$ cat src/rtl/eth_tx_sched_pkg.sv
`default_nettype none
// +--------------------------------------------------------------------------+
// | eth_tx_sched_pkg : state encoding, 20 MHz timing defaults, width helper  |
// | Rev 1.0                                                                  |
// +--------------------------------------------------------------------------+
package eth_tx_sched_pkg;

  typedef enum logic [2:0] {
    ST_IDLE      = 3'd0,
    ST_START     = 3'd1,
    ST_WAIT_RISE = 3'd2,
    ST_WAIT_FALL = 3'd3,
    ST_IFG       = 3'd4,
    ST_NLP       = 3'd5
  } state_t;

  localparam int IFG_CYC_20M    = 192;
  localparam int NLP_PERIOD_20M = 320000;
  localparam int NLP_WIDTH_20M  = 2;

  // Index/counter width that never collapses to zero bits.
  function automatic int clog2_min1(input int n);
    return (n <= 2) ? 1 : $clog2(n);
  endfunction

endpackage
`default_nettype wire

$ cat src/rtl/eth_rr_arb.sv
`default_nettype none
// +--------------------------------------------------------------------------+
// | eth_rr_arb : combinational round-robin pick, first request after ptr     |
// | Rev 1.0                                                                  |
// +--------------------------------------------------------------------------+
module eth_rr_arb
  import eth_tx_sched_pkg::*;
#(
  parameter int N_REQ = 2,
  parameter int IDX_W = clog2_min1(N_REQ)
) (
  input  logic [N_REQ-1:0] req,
  input  logic [IDX_W-1:0] ptr,
  output logic             valid,
  output logic [N_REQ-1:0] onehot,
  output logic [IDX_W-1:0] idx
);

  logic [IDX_W-1:0] cand;

  // Scan ptr+1 .. ptr+N_REQ cyclically so the last winner has lowest priority.
  always_comb begin
    valid  = 1'b0;
    onehot = '0;
    idx    = '0;
    cand   = '0;
    for (int off = 1; off <= N_REQ; off++) begin
      cand = IDX_W'((int'(ptr) + off) % N_REQ);
      if (!valid && req[cand]) begin
        valid        = 1'b1;
        onehot[cand] = 1'b1;
        idx          = cand;
      end
    end
  end

endmodule
`default_nettype wire

$ cat src/rtl/eth_tx_sched.sv
`default_nettype none
// +--------------------------------------------------------------------------+
// | eth_tx_sched : RR frame scheduler with IFG and NLP generation for 10BT.  |
// | ETH_TX_SCHED_STATS_EN adds frame_cnt/to_cnt counters.   Rev 1.0          |
// +--------------------------------------------------------------------------+
module eth_tx_sched
  import eth_tx_sched_pkg::*;
#(
  parameter int N_REQ      = 2,
  parameter int IFG_CYC    = IFG_CYC_20M,
  parameter int NLP_PERIOD = NLP_PERIOD_20M,
  parameter int NLP_WIDTH  = NLP_WIDTH_20M,
  parameter int START_TO   = 8
) (
  input  logic                            clk,
  input  logic                            reset,
  input  logic [N_REQ-1:0]                req,
  output logic [N_REQ-1:0]                gnt,
  output logic [clog2_min1(N_REQ)-1:0]    sel,
  output logic                            transmit,
  input  logic                            tx_w,
  output logic                            nlp,
  output logic                            busy,
  output logic                            err
`ifdef ETH_TX_SCHED_STATS_EN
  ,
  output logic [15:0]                     frame_cnt,
  output logic [7:0]                      to_cnt
`endif
);

  localparam int IDX_W    = clog2_min1(N_REQ);
  localparam int TMR_MAX0 = (IFG_CYC > START_TO) ? IFG_CYC : START_TO;
  localparam int TMR_MAX  = (TMR_MAX0 > NLP_WIDTH) ? TMR_MAX0 : NLP_WIDTH;
  localparam int TMR_W    = clog2_min1(TMR_MAX);
  localparam int NLP_W    = clog2_min1(NLP_PERIOD);

  localparam logic [TMR_W-1:0] TO_LAST   = TMR_W'(START_TO - 1);
  localparam logic [TMR_W-1:0] IFG_LAST  = TMR_W'(IFG_CYC - 1);
  localparam logic [TMR_W-1:0] NLPW_LAST = TMR_W'(NLP_WIDTH - 1);
  localparam logic [NLP_W-1:0] NLP_LAST  = NLP_W'(NLP_PERIOD - 1);

  state_t             state_q, state_d;
  logic [IDX_W-1:0]   ptr_q, ptr_d;
  logic [IDX_W-1:0]   sel_q, sel_d;
  logic [N_REQ-1:0]   gnt_q, gnt_d;
  logic               transmit_q, transmit_d;
  logic               nlp_q, nlp_d;
  logic               busy_q, busy_d;
  logic               err_q, err_d;
  logic [TMR_W-1:0]   tmr_q, tmr_d;
  logic [NLP_W-1:0]   nlp_cnt_q, nlp_cnt_d;

  logic               arb_valid;
  logic [N_REQ-1:0]   arb_onehot;
  logic [IDX_W-1:0]   arb_idx;
  logic               nlp_exp;

  eth_rr_arb #(
    .N_REQ (N_REQ),
    .IDX_W (IDX_W)
  ) u_arb (
    .req    (req),
    .ptr    (ptr_q),
    .valid  (arb_valid),
    .onehot (arb_onehot),
    .idx    (arb_idx)
  );

  assign nlp_exp = (nlp_cnt_q == NLP_LAST);

  always_comb begin
    state_d    = state_q;
    ptr_d      = ptr_q;
    sel_d      = sel_q;
    tmr_d      = tmr_q;
    gnt_d      = '0;
    transmit_d = 1'b0;
    err_d      = 1'b0;
    nlp_cnt_d  = nlp_exp ? nlp_cnt_q : nlp_cnt_q + NLP_W'(1);

    case (state_q)
      ST_IDLE: begin
        // A due link pulse always goes out before any frame.
        if (nlp_exp) begin
          state_d   = ST_NLP;
          tmr_d     = '0;
          nlp_cnt_d = '0;
        end else if (arb_valid) begin
          state_d    = ST_START;
          gnt_d      = arb_onehot;
          transmit_d = 1'b1;
          sel_d      = arb_idx;
          ptr_d      = arb_idx;
        end
      end
      ST_START: begin
        state_d = ST_WAIT_RISE;
        tmr_d   = '0;
      end
      ST_WAIT_RISE: begin
        if (tx_w) begin
          state_d = ST_WAIT_FALL;
        end else if (tmr_q == TO_LAST) begin
          err_d   = 1'b1;
          state_d = ST_IFG;
          tmr_d   = '0;
        end else begin
          tmr_d = tmr_q + TMR_W'(1);
        end
      end
      ST_WAIT_FALL: begin
        if (!tx_w) begin
          state_d = ST_IFG;
          tmr_d   = '0;
        end
      end
      ST_IFG: begin
        if (tmr_q == IFG_LAST) begin
          state_d   = ST_IDLE;
          nlp_cnt_d = '0;
        end else begin
          tmr_d = tmr_q + TMR_W'(1);
        end
      end
      ST_NLP: begin
        nlp_cnt_d = '0;
        if (tmr_q == NLPW_LAST) begin
          state_d = ST_IDLE;
        end else begin
          tmr_d = tmr_q + TMR_W'(1);
        end
      end
      default: state_d = ST_IDLE;
    endcase

    nlp_d  = (state_d == ST_NLP);
    busy_d = (state_d != ST_IDLE);
  end

  always_ff @(posedge clk or posedge reset) begin
    if (reset) begin
      state_q    <= ST_IDLE;
      ptr_q      <= IDX_W'(N_REQ - 1);
      sel_q      <= '0;
      gnt_q      <= '0;
      transmit_q <= 1'b0;
      nlp_q      <= 1'b0;
      busy_q     <= 1'b0;
      err_q      <= 1'b0;
      tmr_q      <= '0;
      nlp_cnt_q  <= '0;
    end else begin
      state_q    <= state_d;
      ptr_q      <= ptr_d;
      sel_q      <= sel_d;
      gnt_q      <= gnt_d;
      transmit_q <= transmit_d;
      nlp_q      <= nlp_d;
      busy_q     <= busy_d;
      err_q      <= err_d;
      tmr_q      <= tmr_d;
      nlp_cnt_q  <= nlp_cnt_d;
    end
  end

  assign gnt      = gnt_q;
  assign sel      = sel_q;
  assign transmit = transmit_q;
  assign nlp      = nlp_q;
  assign busy     = busy_q;
  assign err      = err_q;

`ifdef ETH_TX_SCHED_STATS_EN
  logic [15:0] frame_cnt_q, frame_cnt_d;
  logic [7:0]  to_cnt_q, to_cnt_d;

  // Frame count wraps; timeout count sticks at its ceiling.
  always_comb begin
    frame_cnt_d = frame_cnt_q + (transmit_d ? 16'd1 : 16'd0);
    to_cnt_d    = (err_d && (to_cnt_q != 8'hFF)) ? to_cnt_q + 8'd1 : to_cnt_q;
  end

  always_ff @(posedge clk or posedge reset) begin
    if (reset) begin
      frame_cnt_q <= '0;
      to_cnt_q    <= '0;
    end else begin
      frame_cnt_q <= frame_cnt_d;
      to_cnt_q    <= to_cnt_d;
    end
  end

  assign frame_cnt = frame_cnt_q;
  assign to_cnt    = to_cnt_q;
`endif

endmodule
`default_nettype wire
$ cat config.mk
export PLATFORM = sky130hd
export DESIGN_NAME = eth_tx_sched
export DESIGN_NICKNAME = d
export VERILOG_FILES = /design/src/rtl/eth_tx_sched_pkg.sv /design/src/rtl/eth_rr_arb.sv /design/src/rtl/eth_tx_sched.sv
export SDC_FILE = /design/constraint.sdc
export NUM_CORES = 1
export LEC_CHECK = 0
export ABC_AREA = 1
export CAP_MARGIN = 20
export CORE_MARGIN = 2
export CORE_UTILIZATION = 44
export CTS_CLUSTER_DIAMETER = 30
export DETAILED_ROUTE_END_ITERATION = 6
export PLACE_DENSITY_LB_ADDON = 0.25
export SKIP_LAST_GASP = 1
export SLEW_MARGIN = 40
export SYNTH_ARGS = -nofsm -noshare
export SYNTH_HDL_FRONTEND = slang
export SYNTH_HIERARCHICAL = 1
export SYNTH_SLANG_ARGS = --single-unit
$ cat constraint.sdc
create_clock -name clk -period 2.6 [get_ports clk]
set_clock_uncertainty 0.05 [all_clocks]
set_input_delay 0.26 -clock clk [delete_from_list [all_inputs] [get_ports clk]]
set_output_delay 0.26 -clock clk [all_outputs]
set_load 0.01 [all_outputs]
==> flow_metrics.env, run 1 <==
export IMPL_crit_path_start_kind="flip-flop"
export IMPL_slew_viol_final=0
export IMPL_cts_tree="built"
export IMPL_tightest_slew_ns=0.488
export IMPL_track_usage_pct=18.2
export IMPL_clk_latency_ns=0.29
export IMPL_cp_required_ns=2.77
export IMPL_drive_gt1_share_pct=6.36
export IMPL_synth_fa_ha_area_share_pct=2.19
export IMPL_fin_util_pct=51.4
export IMPL_clock_sinks=38
export IMPL_via_count=2024
export IMPL_crit_fanout=7
export IMPL_rsz0062_at_grt="no"
export IMPL_path_clk_slew_ns=0.08
export IMPL_ys_seq_elements=38
export IMPL_synthXorXnorAreaFrac_pct=3.44
export IMPL_syn_inst=326
export IMPL_routed_wl_mm=4.81
export IMPL_row_count=26
export IMPL_yosys_warnings=6
export IMPL_grt_pass1_wl_mm=8.56
export IMPL_gp_congestion=0.879
export IMPL_drtAntennaViolNets=0
export IMPL_cts_buffers=5
export IMPL_grt_pass1_vias=1967
export IMPL_finalSetupTns_ns=0
export IMPL_drtPass1Iterations=4
export IMPL_cts_max_level=2
export IMPL_die_h_um=76.1
export IMPL_clock_tree_buffer_depth=2
export IMPL_multiInputGateArea_mm2=0.00114
export IMPL_hold_viol=0
export IMPL_layout_area_overhead_vs_synth_pct=13.9
export IMPL_ctsResizeCount=0
export IMPL_synth_mux_area_fraction_pct=0
export IMPL_ir_drop_v=0.000437
export IMPL_vias_per_cell=4.87
export IMPL_cap_violations=0
export IMPL_avgSynthCellArea_um2=7.02
export IMPL_pin_count=12
export IMPL_finalCritPeriodShare_pct=76.8
export IMPL_cts_root_buf="clkbuf_8"
export IMPL_rr_endpoint="nlp_cnt_q[0]"
export IMPL_fmax_mhz=501
export IMPL_wl_per_cell_um=11.6
export IMPL_status="finished, final reports clean"
export IMPL_grt_start_max_net_pins=39
export IMPL_crit_path_end_kind="flip-flop"
export IMPL_synthSimpleGateAreaFrac_pct=39.9
export IMPL_drt_drc_violations_left=0
export IMPL_slew_headroom_pct=67.2
export IMPL_die_w_um=76.1
export IMPL_cts_setup_buffers=0
export IMPL_synth_compound_area_share_pct=4.48
export IMPL_coreArea_mm2=0.00507
export IMPL_power_total_mw=2.01
export IMPL_start_util_pct=45.1
export IMPL_min_period_ns=2.00
export IMPL_nNetsFinal=354
export IMPL_port_buffers=11
export IMPL_rrSetupSlack_ns=0.60
export IMPL_ctsHoldBuffers=0
export IMPL_drtIter0Drc=84
export IMPL_reg2reg_depth=6
export IMPL_antenna_found_initial=0
export IMPL_cp_arrival_ns=2.17
export IMPL_r2r_start="nlp_cnt_q[0]"
export IMPL_seq_area_um2=952
export IMPL_hold_path_class="input port to asynchronous set/reset pin"
export IMPL_dp_hpwl_mm=3.55
export IMPL_ys_seq_area_share_pct=41.6
export IMPL_setup_viol=0
export IMPL_synth_nets=335
export IMPL_grt_ovfl_total=0
export IMPL_p_leak_nw=1.33
export IMPL_die_area_mm2=0.00579
export IMPL_fill_cells=509
export IMPL_syn_cell_area_mm2=0.00229
export IMPL_crit_type="flip-flop to flip-flop"
export IMPL_diodes=0
export IMPL_powerDensity_mw_per_mm2=772
export IMPL_synth_cell_types=22
export IMPL_synth_top_family_by_area="simple AND/OR/NAND/NOR gates"
==> where the power goes <==
part	switching [mW]	total [mW]	internal, mW
clock network	0.223	0.508	0.285
registers	0.0892	0.788	0.699
logic	0.470	0.717	0.247
total	0.782	2.01	1.23
==> routing by layer <==
| metal | vias to the layer above | routed length (um) | global-route usage, % |
|---|---|---|---|
| met3 | 10 | 139 | 3.91 |
| met1 | 917 | 2270 | 21.9 |
| met4 | 0 | 88 | 7.27 |
| met5 | - | 0 | 0 |
| li1 | 1064 | - | - |
| met2 | 33 | 2310 | 31.7 |
==> worst max-delay path by stage <==
stage	to	slack, ns	start	cells after the start
final	nlp_cnt_q[0]	0.60	nlp_cnt_q[0]	6
after global routing	nlp_cnt_q[0]	0.35	nlp_cnt_q[0]	6
after CTS	nlp_cnt_q[0]	0.62	nlp_cnt_q[0]	6
after detailed placement	nlp_cnt_q[0]	0.64	nlp_cnt_q[0]	6
after global placement	nlp_cnt_q[0]	0.66	nlp_cnt_q[0]	6
after floorplan	nlp_cnt_q[0]	0.91	nlp_cnt_q[0]	6
==> cell usage in the layout (no fill, tap or decap), drive strengths merged <==
cell and instances:
nor3 8, xor2 5, clkinv 1, buf 1, o21ai 7, nand2 94, nor2 53, clkdlybuf4s50 11
nand3 38, o22ai 2, bufinv 1, a21oi 8, inv 50, clkbuf 5, ha 4, or2 2
xnor2 4, dfrtp 37, dfstp 1, clkinvlp 2, nand4 10, o21bai 2
==> area by class of cell <==
type                       instances  share of cell area (%)
multi-input combinational        237                    43.9
sequential                        38                    36.5
inverter                          51                    7.39
timing repair buffer              12                    4.51
tap                               70                    3.36
clock buffer                       5                    2.64
clock inverter                     3                    1.73
==> registers in the layout (all words and copies together) (netlist names) <==
name and count:
nlp 1, ptr_q 1, gnt 2, busy 1, nlp_cnt_q 19, tmr_q 8, transmit 1, state_q 3
sel 1, err 1
==> logic make-up (layout without fill, tap and decap cells) <==
family	count (synthesis)	after routing
buffers and inverters	51	71
adders and majority gates	4	4
and+or+nand+nor	205	205
AOI/OAI and AO/OA	19	19
xor gates and xnor gates	9	9
DFF	38	38
==> synthesized netlist by cell type <==
library cell	instances	area [um2]
inv_1	50	188
nand2_4	3	33.8
o21ai_0	7	35.0
dfstp_2	1	26.3
nand3_2	1	10.0
clkinv_2	1	5.00
xor2_1	5	43.8
nand3_4	1	17.5
nand2_1	91	342
or2_2	2	12.5
xnor2_1	4	35.0
ha_1	4	50.1
dfrtp_1	37	926
nor2_4	1	11.3
nand3_1	36	180
nor2_1	49	184
nor2_2	3	18.8
nand4_1	10	62.6
o22ai_1	2	12.5
a21oi_1	8	40.0
o21bai_1	2	15.0
nor3_1	8	40.0
==> per-stage QoR <==
stage	setup WS, ns	hold slack (ns)	std cells	instance area, um2
2_1_floorplan	0.910	0.282	326	2290
3_3_place_gp	0.663	0.415	408	2490
3_5_place_dp	0.639	0.414	408	2490
4_1_cts	0.615	0.335	416	2610
5_1_grt	0.355	0.385	416	2610
6_report	0.602	0.324	416	2610
==> critical path: stages (launching register included) <==
cell     delay (ns)
dfrtp_1        0.38
ha_1           0.26
nand3_2        0.17
nor2_4         0.26
nand3_1        0.29
ha_1           0.37
o21ai_0        0.15
No activity file was read; power rests on OpenSTA's default activity.
==> inputs of run 2 (changes only) <==
==> constraint.sdc (replaced) <==
create_clock -name clk -period 1.8 [get_ports clk]
set_clock_uncertainty 0.05 [all_clocks]
set_input_delay 0.18 -clock clk [delete_from_list [all_inputs] [get_ports clk]]
set_output_delay 0.18 -clock clk [all_outputs]
set_load 0.01 [all_outputs]
==> run 2 against run 1 <==
  * Global-route usage is 0.083 points higher
  * Critical path type unchanged
  * Combinational power is 65% higher
  * Sequential power is 43% higher
  * First-iteration DRC count is 13% higher
  * Wire length is 3.1% higher
  * Clock power is 18% higher
  * Flip-flop and latch count stayed put
  * Worst setup slack worse by 0.51 ns
  * Sequential share of layout area is 1.8 points lower
  * Fmax is 17% higher
  * Non-clock buffer count is 15 higher
==> flow_metrics.env, run 2 (synthesis results as in run 1) <==
export IMPL_status="finished, final reports clean"
export IMPL_die_h_um=76.1
export IMPL_start_util_pct=45.1
export IMPL_hold_viol=0
export IMPL_track_usage_pct=18.2
export IMPL_p_leak_nw=1.41
export IMPL_drt_drc_violations_left=0
export IMPL_drive_gt1_share_pct=11.1
export IMPL_cts_max_level=2
export IMPL_rsz0062_at_grt="yes"
export IMPL_top_register="nlp_cnt_q"
export IMPL_cp_startpoint="state_q[1]"
export IMPL_final_common_cell="nand2_1"
export IMPL_clk_latency_ns=0.30
export IMPL_min_period_ns=1.71
export IMPL_routed_wl_mm=4.96
export IMPL_antenna_found_initial=0
export IMPL_grt_pass1_wl_mm=8.61
export IMPL_largest_register_ffs=19
export IMPL_wl_met3_um=201
export IMPL_crit_fanout=6
export IMPL_cap_violations=0
export IMPL_die_w_um=76.1
export IMPL_fin_area_mm2=0.00274
export IMPL_die_area_mm2=0.00579
export IMPL_clock_tree_buffer_depth=2
export IMPL_setup_viol=0
export IMPL_cts_tree="built"
export IMPL_crit_path_end_kind="flip-flop"
export IMPL_largestRegisters="nlp_cnt_q (19), tmr_q (8), state_q (3)"
export IMPL_fmax_mhz=584
export IMPL_grt_ovfl_total=0
export IMPL_reg2reg_depth=7
export IMPL_path_clk_slew_ns=0.08
export IMPL_fin_util_pct=54.0
export IMPL_dp_cells=423
export IMPL_ctsHoldBuffers=0
export IMPL_dp_hpwl_mm=3.64
export IMPL_grt_start_max_net_pins=39
export IMPL_nNetsFinal=369
export IMPL_coreArea_mm2=0.00507
export IMPL_hold_path_class="input port to asynchronous set/reset pin"
export IMPL_wl_per_cell_um=11.5
export IMPL_final_cells=431
export IMPL_slew_viol_final=0
export IMPL_diodes=0
export IMPL_clock_sinks=38
export IMPL_crit_path_start_kind="flip-flop"
export IMPL_top_layer="met4"
export IMPL_grt_pass1_vias=2012
export IMPL_r2r_start="state_q[1]"
export IMPL_drtPass1Iterations=4
export IMPL_cp_required_ns=1.94
export IMPL_layout_common_cells="91 x nand2_1, 50 x inv_1, 48 x nor2_1"
export IMPL_layout_area_overhead_vs_synth_pct=19.7
export IMPL_powerDensity_mw_per_mm2=1060
export IMPL_gp_congestion=0.918
export IMPL_cp_arrival_ns=1.86
export IMPL_vias_per_cell=4.84
export IMPL_drtAntennaViolNets=0
export IMPL_cts_root_buf="clkbuf_8"
export IMPL_via_count=2087
export IMPL_pin_count=12
export IMPL_row_count=26
export IMPL_dpl_instance_area_mm2=0.00262
export IMPL_slew_headroom_pct=65.2
export IMPL_met2WireLength_mm=2.45
export IMPL_port_buffers=11
export IMPL_whs_ns=0.184
export IMPL_crit_type="flip-flop to flip-flop"
export IMPL_ir_drop_v=0.000640
export IMPL_tightest_slew_ns=0.519
export IMPL_finalCritPeriodShare_pct=95.1
export IMPL_cts_buffers=5
export IMPL_drtIter0Drc=95
export IMPL_wl_met1_mm=2.24
-- run 2: layer usage --
metal	vias to the layer above	track usage, %
li1	1098	-
met1	948	22.8
met2	35	31.9
met3	6	3.67
met4	0	5.82
met5	-	0
-- run 2: worst paths after layout --
path,slack [ns],to
max,0.09,tmr_q[1]
min,0.18,nlp_cnt_q[6]
max reg2reg,0.09,tmr_q[1]
min reg2reg,0.44,sel
max in group asynchronous,1.27,ptr_q
min in group clk,0.44,sel
-- run 2: power by group --
| part | total (mW) | leakage (nW) | switching (mW) | internal, mW |
|---|---|---|---|---|
| logic | 1.18 | 0.859 | 0.729 | 0.451 |
| registers | 1.13 | 0.509 | 0.119 | 1.01 |
| clock network | 0.600 | 0.0441 | 0.328 | 0.272 |
| total | 2.91 | 1.41 | 1.18 | 1.73 |
-- run 2: area by class of cell --
| cell class | count | area (um2) |
|---|---|---|
| clock buffers | 5 | 68.8 |
| flip-flops and latches | 38 | 952 |
| multi-input cells | 237 | 1170 |
| clock inverters | 3 | 21.3 |
| fillers | 517 | 2340 |
| well taps | 70 | 87.6 |
| inverters | 51 | 193 |
| repair buffers | 27 | 243 |
-- run 2: worst max-delay path, cell delays in order (launching register included) --
cell	delay, ns
dfrtp_1	0.44
nor3_1	0.48
inv_1	0.12
nor2_2	0.17
nor2_4	0.08
buf_4	0.15
nand3_1	0.07
nand2_1	0.05
-- run 2: repair_timing --
item	in CTS	in global routing
setup endpoints to repair	0	26
gates resized for setup	0	6
setup buffers	0	0
-- run 2: metrics by stage --
step	power [mW]	setup slack (ns)	TNS [ns]
floorplan	1.87	0.110	0
global placement	2.27	0.0807	0
detailed placement	2.28	0.0874	0
CTS	2.89	0.0744	0
global route	3.14	-0.0446	-0.173
finish	2.91	0.0876	0
==> inputs of run 3 (changes only) <==
--- a/config.mk
+++ b/config.mk
@@ -5,7 +5,7 @@
 export SDC_FILE = /design/constraint.sdc
 export NUM_CORES = 1
 export LEC_CHECK = 0
-export ABC_AREA = 1
+export ABC_AREA = 0
 export CAP_MARGIN = 20
 export CORE_MARGIN = 2
 export CORE_UTILIZATION = 44
==> run 3 against run 2 <==
  * The flow now finishes with violations (setup timing)
  * Synthesized cell count shrank 33%
  * First-iteration DRC count grew 14%
  * Worst hold slack lost 0.064 ns
  * Clock-buffer cell count is the same
  * Design area grew 6.3%
  * Sequential share of layout area shrank 2.0 points
  * Die area shrank 7.1%
  * Total power grew 32%
  * Fmax shrank 21%
  * Critical path type unchanged
  * Largest power group unchanged
==> flow_metrics.env, run 3 <==
export IMPL_status="complete, but fails checks"
export IMPL_violations="setup timing"
export IMPL_pin_count=12
export IMPL_ys_seq_elements=38
export IMPL_fill_cells=392
export IMPL_grt_pass1_vias=1769
export IMPL_synth_top_cell_area_share_pct=43.7
export IMPL_synth_main_ff_cell="dfrtp_1"
export IMPL_die_w_um=73.4
export IMPL_grt_pass1_wl_mm=8.31
export IMPL_rsz0062_at_grt="yes"
export IMPL_synth_top_area_cell="dfrtp_1"
export IMPL_yosysMostFrequentCell="dfrtp_1"
export IMPL_synthTopCellsByArea="dfrtp_1 44%, xor2_1 4.6%, and3_1 3.3%"
export IMPL_cts_tree="built"
export IMPL_setup_viol=32
export IMPL_synth_edff_count=0
export IMPL_track_usage_pct=20.3
export IMPL_ys_seq_area_share_pct=45.0
export IMPL_drtAntennaViolNets=0
export IMPL_crit_type="flip-flop to flip-flop"
export IMPL_fin_util_pct=62.0
export IMPL_largestRegisters="nlp_cnt_q (19), tmr_q (8), state_q (3)"
export IMPL_clock_sinks=38
export IMPL_fin_area_mm2=0.00291
export IMPL_die_area_mm2=0.00538
export IMPL_clk_latency_ns=0.30
export IMPL_cp_arrival_ns=2.30
export IMPL_min_period_ns=2.17
export IMPL_powerDensity_mw_per_mm2=1320
export IMPL_syn_inst=218
export IMPL_synth_nets=227
export IMPL_grt_ovfl_total=0
export IMPL_crit_path_start_kind="flip-flop"
export IMPL_grt_start_max_net_pins=19
export IMPL_diodes=0
export IMPL_tightest_slew_ns=0.411
export IMPL_vias_per_cell=5.48
export IMPL_path_clk_slew_ns=0.08
export IMPL_cp_required_ns=1.92
export IMPL_cap_violations=0
export IMPL_avgSynthCellArea_um2=9.71
export IMPL_via_count=1885
export IMPL_dpl_instance_area_mm2=0.00271
export IMPL_slew_viol_final=0
export IMPL_synth_cell_types=48
export IMPL_fmax_mhz=460
export IMPL_fin_ws_ns=-0.373
export IMPL_crit_fanout=4
export IMPL_drtIter0Drc=108
export IMPL_antenna_found_initial=0
export IMPL_start_util_pct=45.1
export IMPL_synth_common_cells="37 x dfrtp_1, 13 x inv_1, 13 x nor2_1"
export IMPL_whs_ns=0.120
export IMPL_ys_async_sr_fraction_pct=100
export IMPL_hold_viol=0
export IMPL_largest_register_ffs=19
export IMPL_final_cells=344
export IMPL_hold_path_class="input port to asynchronous set/reset pin"
export IMPL_finalCritPeriodShare_pct=121
export IMPL_drt_drc_violations_left=0
export IMPL_wl_per_cell_um=14.4
export IMPL_final_common_cell="buf_4"
export IMPL_port_buffers=11
export IMPL_clock_tree_buffer_depth=2
export IMPL_layout_area_overhead_vs_synth_pct=37.5
export IMPL_cts_buffers=5
export IMPL_gp_congestion=0.818
export IMPL_ctsHoldBuffers=0
export IMPL_layout_common_cells="57 x buf_4, 37 x dfrtp_1, 13 x inv_1, 13 x nor2_1"
export IMPL_nNetsFinal=298
export IMPL_dp_cells=332
export IMPL_coreArea_mm2=0.00469
export IMPL_yosys_warnings=6
export IMPL_cts_root_buf="clkbuf_8"
export IMPL_top_register="nlp_cnt_q"
export IMPL_routed_wl_mm=4.95
export IMPL_row_count=25
export IMPL_die_h_um=73.4
export IMPL_slew_headroom_pct=72.5
export IMPL_drive_gt1_share_pct=33.4
export IMPL_crit_path_end_kind="flip-flop"
export IMPL_p_leak_nw=1.37
export IMPL_dp_hpwl_mm=3.68
export IMPL_drtPass1Iterations=4
export IMPL_dp_slack_ns=-0.470
export IMPL_ir_drop_v=0.000684
export IMPL_syn_cell_area_mm2=0.00212
export IMPL_cts_max_level=2
run 3: cell families (layout without fill, tap and decap cells):
logic type	count (synthesis)	after routing	synth area share [%]
compound gates	51	51	16.7
xor+xnor	11	11	4.55
fa+ha+maj	4	4	2.36
buf+inv	20	92	4.55
flops	38	38	45.0
mux	3	3	1.60
simple gates	91	91	25.3
run 3: cell type report:
class	count	area, um2	share of cell area (%)
flip-flops and latches	38	952	32.7
clock buffers	5	68.8	2.36
multi-input cells	160	1130	38.8
well taps	54	67.6	2.32
repair buffers	70	569	19.6
inverters	14	55.1	1.89
clock inverters	3	68.8	2.36
run 3: worst max-delay path, cell delays in order, from the launching register on:
cell	delay, ns
dfrtp_1	0.39
or4b_4	0.54
or3_4	0.45
nor2_8	0.11
inv_4	0.06
ha_4	0.27
a2bb2oi_2	0.12
o22ai_1	0.08
run 3: repair_timing:
| action | 4_1_cts | 5_1_grt |
|---|---|---|
| cloned | 0 | 0 |
| endpoints found under the setup margin | 33 | 36 |
| pin swaps | 5 | 3 |
| setup buffers | 2 | 3 |
| gates resized for setup | 9 | 3 |
run 3: per-layer routing:
layer  vias up  routed length [um]  global-route usage [%]
met5         -                   0                       0
met4         0                  79                    7.88
met3         5                 185                    3.98
met2        43                2330                    31.4
met1       894                2350                    28.2
li1        943                   -                       -
run 3: where the power goes:
group	internal (mW)	switching, mW	leakage [nW]	total [mW]
clock	0.555	0.312	0.0683	0.867
sequential	1.05	0.151	0.503	1.20
combinational	0.904	0.877	0.801	1.78
total	2.51	1.34	1.37	3.85
run 3: path summary, 6_finish.rpt:
path,slack [ns],cells past startpoint,start,endpoint
worst max register to register,-0.37,7,nlp_cnt_q[17],nlp_cnt_q[0]
worst min-delay path,0.12,2,reset,transmit
worst min register to register,0.47,1,sel,sel
max in group asynchronous,1.03,3,reset,state_q[0]
worst max-delay path,-0.37,7,nlp_cnt_q[17],nlp_cnt_q[0]
min in group clk,0.47,1,sel,sel
run 3: per-stage QoR:
step	setup TNS (ns)	total power, mW
2_1_floorplan	-10.30	2.19
3_5_place_dp	-12.01	2.96
5_1_grt	-12.51	4.12
3_3_place_gp	-11.63	2.93
4_1_cts	-9.37	3.86
6_report	-9.62	3.85
==> RTL edit (config.mk and constraints of run 3) <==
The parameter `START_TO` goes from 8 to 16.
--- a/src/rtl/eth_tx_sched.sv
+++ b/src/rtl/eth_tx_sched.sv
@@ -12,3 +12,3 @@
   parameter int NLP_WIDTH  = NLP_WIDTH_20M,
-  parameter int START_TO   = 8
+  parameter int START_TO   = 16
 ) (
Function: no difference found for any inputs over 10 cycles, from zero or initial values and one cycle with reset high; that may be too few to reach the edited logic, so the function may still have changed.
==> RTL edit against run 3 <==
- the run still ends with negative setup slack left
- area after synthesis is 1.4% lower
- utilization up 1.2 points
- routed wire length fell by 2.0%
- sequential share of layout area shrank 0.39 points
- die area fell by 1.3%
- first-iteration DRC count shrank 47%
- worst setup slack gained 0.29 ns
- sequential cell count is the same
- power decreased by 0.62%
- global-route usage down 0.084 points
- cell area is 1.3% higher
==> RTL edit: results (changes against run 3) <==
Global route
  – First-pass GRT wire length: 8.286 mm (-0.25%)
  – GR Util All Layers: 0.2024 (-0.0008419)
  – Met3 GRT Util: 0.04282 (+0.003037)
  – Pin count of the biggest net entering global routing: 39 (+20)
  – Met1 GRT Util: 0.2637 (-0.01824)
  – Initial antenna violation count: 0 (unchanged)
  – Number of global-route vias before repair: 1808 (+2.2%)
  – Met2 usage: 0.3293 (+0.01498)

Power
  – Internal power: 2.359 mW (-6.0%)
  – Leakage: 1.338 nW (-2.5%)
  – Worst VDD drop: 0.0006266 V (-8.4%)

Layout
  – Share of cells above drive strength 1: 0.3701 (+0.03562)
  – Nets@finish: 289 (-3.0%)
  – Layout filler cell count: 386 (-1.5%)
  – Largest regs: nlp_cnt_q x19, tmr_q x8, state_q x3

Synthesis
  – Top cells by count, synth: dfrtp_1, nor2_1, a21oi_1
  – Syn_nets: 223 (-1.8%)
  – Fraction of registers with async set or reset after synthesis: 1.000 (unchanged)
  – Count of cell types in the netlist: 52 (+8.3%)
  – Post-synthesis sequential area ratio: 0.4562 (+0.006471)
  – Post-Syn Area per Cell: 9.752 µm² (+0.42%)
  – Top post-synthesis cells by area: dfrtp_1, xnor2_1, a21oi_1
  – Synth warnings: 6 (unchanged)

Status
  – Status: finished, violations left
  – Violated checks: negative setup slack

Setup path
  – Critical Path AT: 2.02 ns (-0.28 ns)
  – CP top delay family: simple AND/OR/NAND/NOR gates
  – Critical path fanouts, max: 5 (+1)
  – CP max stage cell: dfrtp_1
  – Max incr delay on CP: 0.40 ns (-0.14 ns)
  – Worst r2r src: tmr_q[1]$_DFFE_PP0P_
  – R2r endpoint: tmr_q[2]$_DFFE_PP0P_

Place
  – Placed Cells: 322 (-3.0%)
  – GP Congestion: 0.8258 (+0.92%)
  – Dpl hpwl: 3.297 mm (-10%)
  – Placement Setup Slack: -0.1660 ns (+0.3036 ns)
  – Placed inst area: 2688 µm² (-0.92%)

STA
  – Max transition margin: 0.7893 (+0.06395)
  – PnR worst setup slack: -0.08221 ns (+0.2912 ns)
  – Final setup fails: 13 (-59%)
  – TNS Setup: -0.4709 ns (+9.152 ns)

Routing
  – Post-DR vias/cell: 5.403 (-1.4%)
  – Starting DRT DRC Count: 57 (-47%)
  – DRT Wirelength: 4.845 mm (-2.0%)
  – Drt wl/cell: 14.46 µm (+0.59%)

Clock tree
  – Worst-path clk slew: 0.07 ns
  – CTS root buf: clkbuf_8
  – CTS tree: built
-- RTL edit: worst register-to-register path: stages (launching register included) --
cell	delay [ns]
dfrtp_1	0.40
buf_6	0.13
ha_4	0.15
and4b_2	0.23
a21boi_2	0.17
nor3_4	0.08
or3_1	0.37
a22o_1	0.21
-- RTL edit: per-stage QoR --
stage               hold slack, ns  utilization
floorplan                   0.2120            -
global placement            0.4590       0.5766
detailed placement          0.4487       0.5766
CTS                         0.1897       0.6175
global route                0.2325       0.6328
finish                      0.1864       0.6328
-- RTL edit: kinds of logic after synthesis --
family / after synthesis / synth area share
xor gates and xnor gates: 14 / 0.05875
muxes: 3 / 0.01619
DFF: 38 / 0.4562
and+or+nand+nor: 80 / 0.2236
buffers and inverters: 18 / 0.03597
adders and majority gates: 4 / 0.02398
AOI/OAI and AO/OA: 57 / 0.1853
-- RTL edit: per-layer routing --
metal  vias to the layer above  wire length (µm)
li1                        916                 -
met1                       871              2208
met2                        17              2435
met3                         6               128
met4                         0                73
met5                         -                 0
-- RTL edit: power by group through the flow --
stage	logic, mW	clock network (mW)	registers [mW]
2_1_floorplan	1.04	0	1.23
3_3_place_gp	1.77	0	1.21
3_5_place_dp	1.80	0	1.21
4_1_cts	1.91	0.594	1.20
5_1_grt	2.24	0.626	1.23
6_report	2.05	0.576	1.20
-- RTL edit: worst max path at each step --
stage | start | to | cells past startpoint
2_1_floorplan | nlp_cnt_q[1]$_DFF_PP0_ | tmr_q[1]$_DFFE_PP0P_ | 7
3_3_place_gp | tmr_q[0]$_DFFE_PP0P_ | tmr_q[2]$_DFFE_PP0P_ | 7
3_5_place_dp | tmr_q[0]$_DFFE_PP0P_ | tmr_q[2]$_DFFE_PP0P_ | 7
4_1_cts | tmr_q[1]$_DFFE_PP0P_ | tmr_q[2]$_DFFE_PP0P_ | 7
5_1_grt | tmr_q[4]$_DFFE_PP0P_ | tmr_q[6]$_DFFE_PP0P_ | 5
6_report | tmr_q[1]$_DFFE_PP0P_ | tmr_q[2]$_DFFE_PP0P_ | 7
-- RTL edit: layout make-up --
type | instances | area (µm²) | area share
flip-flops and latches | 38 | 953.4 | 0.3233
repair buffers | 68 | 570.5 | 0.1935
multi-input cells | 158 | 1241 | 0.4209
clock buffers | 6 | 72.57 | 0.02461
clock inverters | 2 | 10.01 | 0.003394
well taps | 54 | 67.56 | 0.02291
inverters | 9 | 33.78 | 0.01146
-- RTL edit: timing repair --
item,CTS,global route
pin swaps,9,14
resized for setup,21,14
setup endpoints to repair,30,32
hold endpoints to repair,0,0
setup buffers,2,4
